$ cat src/rtl/flappy_game_ctrl_if.sv
// rtl/flappy_game_ctrl_if.sv - game sequencer event inputs and display/scroll outputs
interface flappy_game_ctrl_if;
    logic        frame_tick;
    logic        btn_flap;
    logic        collide;
    logic        pipe_pass;
    logic [1:0]  state;
    logic [9:0]  bird_y;
    logic        run;
    logic [15:0] score_bcd;
    logic        game_over;

    // Event source side: tick divider, button, pipe/collision logic
    modport master (
        output frame_tick, btn_flap, collide, pipe_pass,
        input  state, bird_y, run, score_bcd, game_over
    );

    // Sequencer side
    modport slave (
        input  frame_tick, btn_flap, collide, pipe_pass,
        output state, bird_y, run, score_bcd, game_over
    );
endinterface

$ cat src/rtl/flappy_game_ctrl.sv
// rtl/flappy_game_ctrl.sv - round FSM, per-frame bird physics and BCD score
module flappy_game_ctrl #(
    parameter int Y_START      = 232,
    parameter int Y_TOP        = 0,
    parameter int Y_FLOOR      = 440,
    parameter int GRAVITY      = 1,
    parameter int FLAP_VEL     = -8,
    parameter int VMAX         = 8,
    parameter int DEATH_FRAMES = 60
) (
    input  logic             clk,
    input  logic             clr,
    flappy_game_ctrl_if.slave io
);

    typedef enum logic [1:0] {
        S_IDLE  = 2'd0,
        S_PLAY  = 2'd1,
        S_DYING = 2'd2,
        S_OVER  = 2'd3
    } state_t;

    localparam int CW = (DEATH_FRAMES > 1) ? $clog2(DEATH_FRAMES + 1) : 1;

    localparam logic [9:0]         YSTART_U = 10'(Y_START);
    localparam logic [9:0]         YTOP_U   = 10'(Y_TOP);
    localparam logic [9:0]         YFLOOR_U = 10'(Y_FLOOR);
    localparam logic signed [10:0] YTOP_S   = 11'(Y_TOP);
    localparam logic signed [10:0] YFLOOR_S = 11'(Y_FLOOR);
    localparam logic signed [5:0]  FLAP_V   = 6'(FLAP_VEL);
    localparam logic signed [5:0]  VMAX_V   = 6'(VMAX);
    localparam logic signed [6:0]  VMAX7    = 7'(VMAX);
    localparam logic signed [6:0]  GRAV7    = 7'(GRAVITY);
    localparam logic [CW-1:0]      CNT_LAST = CW'(DEATH_FRAMES - 1);

    state_t             state_q, state_d;
    logic [9:0]         y_q, y_d;
    logic signed [5:0]  vel_q, vel_d;
    logic [15:0]        score_q, score_d;
    logic               pend_q, pend_d;
    logic               btn_q;
    logic [CW-1:0]      cnt_q, cnt_d;

    logic               flap_edge;
    logic               pend_eff;
    logic signed [10:0] y_n;
    logic signed [6:0]  vel_sum;
    logic signed [5:0]  vel_fall;
    logic [9:0]         y_clamp;

    // Saturating 4-digit BCD increment; 9999 stays 9999
    function automatic logic [15:0] bcd_inc(input logic [15:0] v);
        logic [15:0] r;
        logic        c;
        r = v;
        c = 1'b1;
        if (v != 16'h9999) begin
            for (int i = 0; i < 4; i++) begin
                if (c) begin
                    if (r[4*i +: 4] == 4'd9) begin
                        r[4*i +: 4] = 4'd0;
                    end else begin
                        r[4*i +: 4] = r[4*i +: 4] + 4'd1;
                        c = 1'b0;
                    end
                end
            end
        end
        return r;
    endfunction

    // Physics helpers: next position from current velocity, gravity step, range clamp
    always_comb begin
        flap_edge = io.btn_flap & ~btn_q;
        pend_eff  = pend_q | flap_edge;
        y_n       = $signed({1'b0, y_q}) + $signed({{5{vel_q[5]}}, vel_q});
        vel_sum   = $signed({vel_q[5], vel_q}) + GRAV7;
        vel_fall  = (vel_sum > VMAX7) ? VMAX_V : vel_sum[5:0];
        if (y_n < YTOP_S) begin
            y_clamp = YTOP_U;
        end else if (y_n > YFLOOR_S) begin
            y_clamp = YFLOOR_U;
        end else begin
            y_clamp = y_n[9:0];
        end
    end

    // Next-state and next-datapath decode; moves happen only on frame_tick
    always_comb begin
        state_d = state_q;
        y_d     = y_q;
        vel_d   = vel_q;
        score_d = score_q;
        pend_d  = pend_eff;
        cnt_d   = cnt_q;

        if (io.pipe_pass && state_q == S_PLAY) begin
            score_d = bcd_inc(score_q);
        end

        case (state_q)
            S_IDLE: begin
                y_d   = YSTART_U;
                vel_d = '0;
                if (io.frame_tick) begin
                    pend_d = 1'b0;
                    if (pend_eff) begin
                        state_d = S_PLAY;
                        vel_d   = FLAP_V;
                        score_d = '0;
                    end
                end
            end
            S_PLAY: begin
                if (io.frame_tick) begin
                    pend_d = 1'b0;
                    vel_d  = pend_eff ? FLAP_V : vel_fall;
                    // Death takes priority over the ceiling clamp
                    if (y_n >= YFLOOR_S || io.collide) begin
                        state_d = S_DYING;
                        y_d     = y_clamp;
                        cnt_d   = '0;
                        if (y_n < YTOP_S) begin
                            vel_d = '0;
                        end
                    end else if (y_n < YTOP_S) begin
                        y_d   = YTOP_U;
                        vel_d = '0;
                    end else begin
                        y_d = y_n[9:0];
                    end
                end
            end
            S_DYING: begin
                pend_d = 1'b0;
                if (io.frame_tick) begin
                    vel_d = vel_fall;
                    y_d   = y_clamp;
                    cnt_d = cnt_q + CW'(1);
                    if (cnt_q == CNT_LAST) begin
                        state_d = S_OVER;
                    end
                end
            end
            S_OVER: begin
                if (io.frame_tick) begin
                    pend_d = 1'b0;
                    if (pend_eff) begin
                        state_d = S_IDLE;
                        y_d     = YSTART_U;
                        vel_d   = '0;
                    end
                end
            end
            default: begin
                state_d = S_IDLE;
            end
        endcase
    end

    // State and datapath registers with synchronous clear
    always_ff @(posedge clk) begin
        if (clr) begin
            state_q <= S_IDLE;
            y_q     <= YSTART_U;
            vel_q   <= '0;
            score_q <= '0;
            pend_q  <= 1'b0;
            btn_q   <= 1'b0;
            cnt_q   <= '0;
        end else begin
            state_q <= state_d;
            y_q     <= y_d;
            vel_q   <= vel_d;
            score_q <= score_d;
            pend_q  <= pend_d;
            btn_q   <= io.btn_flap;
            cnt_q   <= cnt_d;
        end
    end

    assign io.state     = state_q;
    assign io.bird_y    = y_q;
    assign io.run       = (state_q == S_PLAY);
    assign io.game_over = (state_q == S_OVER);
    assign io.score_bcd = score_q;

endmodule

$ cat src/flat_wrapper.sv
// flat-port wrapper written by rule: the top's interface ports become plain ports
module flappy_game_ctrl_flat 
#(
    parameter int Y_START      = 232,
    parameter int Y_TOP        = 0,
    parameter int Y_FLOOR      = 440,
    parameter int GRAVITY      = 1,
    parameter int FLAP_VEL     = -8,
    parameter int VMAX         = 8,
    parameter int DEATH_FRAMES = 60
)
  (clk, clr, io_frame_tick, io_btn_flap, io_collide, io_pipe_pass, io_state, io_bird_y, io_run, io_score_bcd, io_game_over);
  flappy_game_ctrl_if io_i ();
  input  logic clk;
  input  logic clr;
  input wire logic [$bits(io_i.frame_tick)-1:0] io_frame_tick;
  input wire logic [$bits(io_i.btn_flap)-1:0] io_btn_flap;
  input wire logic [$bits(io_i.collide)-1:0] io_collide;
  input wire logic [$bits(io_i.pipe_pass)-1:0] io_pipe_pass;
  output wire logic [$bits(io_i.state)-1:0] io_state;
  output wire logic [$bits(io_i.bird_y)-1:0] io_bird_y;
  output wire logic [$bits(io_i.run)-1:0] io_run;
  output wire logic [$bits(io_i.score_bcd)-1:0] io_score_bcd;
  output wire logic [$bits(io_i.game_over)-1:0] io_game_over;
  assign io_i.frame_tick = io_frame_tick;
  assign io_i.btn_flap = io_btn_flap;
  assign io_i.collide = io_collide;
  assign io_i.pipe_pass = io_pipe_pass;
  assign io_state = io_i.state;
  assign io_bird_y = io_i.bird_y;
  assign io_run = io_i.run;
  assign io_score_bcd = io_i.score_bcd;
  assign io_game_over = io_i.game_over;
  flappy_game_ctrl #(.Y_START(Y_START), .Y_TOP(Y_TOP), .Y_FLOOR(Y_FLOOR), .GRAVITY(GRAVITY), .FLAP_VEL(FLAP_VEL), .VMAX(VMAX), .DEATH_FRAMES(DEATH_FRAMES)) u_core (.clk(clk), .clr(clr), .io(io_i));
endmodule
$ cat config.mk
export PLATFORM = sky130hd
export DESIGN_NAME = flappy_game_ctrl_flat
export DESIGN_NICKNAME = d
export VERILOG_FILES = /design/src/rtl/flappy_game_ctrl_if.sv /design/src/rtl/flappy_game_ctrl.sv /design/src/flat_wrapper.sv
export SDC_FILE = /design/constraint.sdc
export NUM_CORES = 1
export LEC_CHECK = 0
export BUFFER_PORTS_ARGS = -buffer_cell sky130_fd_sc_hd__buf_4
export CAP_MARGIN = 30
export CORE_ASPECT_RATIO = 1.1
export CORE_MARGIN = 1
export CORE_UTILIZATION = 40
export DETAILED_ROUTE_END_ITERATION = 7
export PLACE_DENSITY_LB_ADDON = 0.25
export SLEW_MARGIN = 5
export SYNTH_ARGS = -nofsm -noshare
export SYNTH_HDL_FRONTEND = slang
export SYNTH_SLANG_ARGS = --single-unit
$ cat constraint.sdc
create_clock -name clk -period 7.3 [get_ports clk]
set_clock_uncertainty 0.15 [all_clocks]
set_input_delay 0.73 -clock clk [delete_from_list [all_inputs] [get_ports clk]]
set_output_delay 0.73 -clock clk [all_outputs]
set_load 0.02 [all_outputs]
==> summary.txt <==
Yosys
  • Mean Syn Cell Area: 8.15 um2
  • Mapped Cells: 344
  • Post-synth top cells: 42 x dfxtp_1, 29 x nand2_1, 26 x nor2_1, 22 x a21oi_1, 18 x ha_1
  • FF+latch count, synth: 42
  • Synthesized Nets: 369
  • Most area-consuming cells after synthesis: dfxtp_1 30%, ha_1 8.0%, a21oi_1 3.9%
  • Synth Flop Type: dfxtp_1
  • Syn. warnings: 0
  • Share of the synthesized area in the top cell type: between 20% and 30%
  • Seq/Total Area, Yosys: ~30%
  • FFs w/ async S/R, synth: 0%
  • Top-count cell post-synth: dfxtp_1
  • Netlist cell types: 58
  • Post-synth EDFFs: 0
  • Post-Syn Area: 2800 um2
  • Post-synth top area cell: dfxtp_1

Global route
  • Overall Global Routing Usage: between 10% and 20%
  • Initial antenna violation count: 0
  • Largest net degree at the start of global routing: 30
  • GRT Residual Overflow: 0
  • First-pass GRT wire length: 11,500 um
  • Vias in the first global route: between 2,000 and 2,500

Setup path
  • R2R depth: 10
  • CP Capture Type: flop
  • Critical path class: reg -> reg
  • CP Max Fanout: 10
  • CP Data Arrival Time: 3230 ps
  • Worst endpoint required time: 7340 ps
  • Crit start category: flop

Drt
  • 1st-iter DRT viols: 151
  • Number of detailed-route iterations in the first pass: 4
  • Vias/cell: between 5 and 6
  • # DRC: 0
  • Wire per inst: 14.5 um
  • Routed via count: 2,596
  • Post-DRT Antenna Nets: 0
  • WL final: about 6600 um

Status
  • Outcome: completed

Cells and area
  • Seq. cell area: 841 um2
  • Area grow syn2layout: 15.4%
  • Final Core Density: approximately 48%
  • # nets final: 399
  • Share of layout cells above drive strength 1: 15.5%
  • Area of the multi-input gates: 1870 um2
  • Fin cells: 457
  • Number of diodes: 0
  • Fillers: about 660

Clock network
  • Clock buffer depth: 2
  • # Post-CTS Setup Buffers: 0
  • TritonCTS clock tree: built
  • Root Driver: clkbuf_8
  • Inserted Clock Buffers: 5
  • Clk slew on worst S/H paths: 90 ps
  • H-tree depth: 2
  • # hold bufs at CTS: 0
  • Latest clock arrival within the worst-skew pair: roughly 300 ps
  • Clock sink count: 42
  • Post-CTS resize count: 0

Placed design
  • Dpl hpwl: 4740 um
  • Buffers on Ports: 35
  • Routability cong.: 0.864
  • Placed Cells: between 400 and 500

Pwr
  • Peak VDD IR: about 0.14 mV
  • LEAKAGE: 1.23 nW
  • Power Density: around 320 nW/um2

STA
  • Final hold violations: 0
  • Setup violations, final: 0
  • Setup TNS: 0 ps
  • Fin crit period: 3190 ps
  • Final cycle utilization of the critical path: around 44%
  • RSZ-0062 raised after global routing: false
  • Max-slew violations: 0
  • Slew HR: between 30% and 40%
  • Worst-Margin Slew: 910 ps
  • Max Freq: 313 MHz

Die
  • I/O Pins: 36
  • Area of the core: 6670 um2
  • Die ar.: between 7000 and 8000 um2
  • Die H: 89.8 um
  • Row cnt: 31
  • Die width: 81.8 um
  • Initial Utilization: 42.0%

Flow run
  • Max Cap Viol: 0

Hold path
  • Hold Path Depth: 2
  • Worst hold path type: reg -> reg
-- final timing paths --
check                                         from                                to  slack (ps)
setup / recovery      u_core.vel_q[0]$_SDFFE_PP0P_      u_core.cnt_q[0]$_SDFFE_PP0P_        4110
hold / removal    u_core.io.bird_y[0]$_SDFFE_PP0P_  u_core.io.bird_y[0]$_SDFFE_PP0P_         340
setup reg to reg      u_core.vel_q[0]$_SDFFE_PP0P_      u_core.cnt_q[0]$_SDFFE_PP0P_        4110
hold reg to reg   u_core.io.bird_y[0]$_SDFFE_PP0P_  u_core.io.bird_y[0]$_SDFFE_PP0P_         340
-- where the power goes --
part	switching (mW)	total, mW	internal [mW]
sequential	0.0348	0.290	0.255
combinational	0.344	0.559	0.215
clock	0.0893	0.192	0.103
total	0.468	1.04	0.573
-- metrics by stage --
stage | cell area [um2] | worst slack (ps) | hold WS (ps) | power [mW]
6_report | 3240 | 4110 | 344 | 1.04
2_1_floorplan | 2800 | 4430 | 335 | 0.711
3_3_place_gp | 3120 | 4270 | 336 | 0.841
5_1_grt | 3240 | 3790 | 372 | 1.12
3_5_place_dp | 3120 | 4130 | 332 | 0.847
4_1_cts | 3240 | 4080 | 351 | 1.04
-- per-layer routing --
metal | part of all wire, % | global-route usage [%] | up-vias
li1 | - | - | 1333
met1 | 47 | 26.5 | 1193
met2 | 47 | 31.1 | 60
met3 | 4.9 | 3.35 | 10
met4 | 1.2 | 5.85 | 0
met5 | 0 | 0 | -
-- worst max-delay path, stage by stage (launching register included) --
cell,delay (ps)
dfxtp_1,420
ha_1,200
inv_1,50
fa_1,390
nand2b_1,170
a21o_1,220
nor4b_1,170
a2111oi_2,400
a311o_1,490
o2111ai_1,230
o2bb2ai_1,180
-- area by class of cell --
cell class / instances / share of cell area (%)
timing repair buffer: 35 / 8.12
multi-input combinational: 277 / 57.7
tap: 82 / 3.17
inverter: 13 / 1.51
sequential: 42 / 26.0
clock inverter: 3 / 1.35
clock buffer: 5 / 2.13
-- sequential cells by signal, summed over array words and instances (netlist names) --
name                 cells
u_core.cnt_q             6
u_core.io.bird_y        10
u_core.pend_q            1
u_core.btn_q             1
u_core.io.score_bcd     16
u_core.io.state          2
u_core.vel_q             6
-- logic make-up after synthesis --
kind of cell	share of synthesized area [%]
DFF	30.0
muxes	0.402
adders and majority gates	8.75
AOI/OAI and AO/OA	24.3
buffers and inverters	3.39
xor gates and xnor gates	4.37
and+or+nand+nor	28.8
-- cells in the final DEF (no fill, tap or decap), types with 7 or more instances in the layout --
cell | netlist | final
dfxtp_1 | 42 | 42
buf_4 | 0 | 35
nand2_1 | 29 | 29
nor2_1 | 26 | 26
a21oi_1 | 22 | 22
ha_1 | 18 | 18
nor2b_1 | 16 | 16
o21ai_0 | 15 | 15
inv_1 | 13 | 13
nand3_1 | 13 | 13
nor3_1 | 10 | 10
nand2b_1 | 9 | 9
nand4_1 | 9 | 9
xor2_1 | 8 | 8
a21o_1 | 7 | 7
o2bb2ai_1 | 7 | 7
No activity file was read; power rests on OpenSTA's default activity.
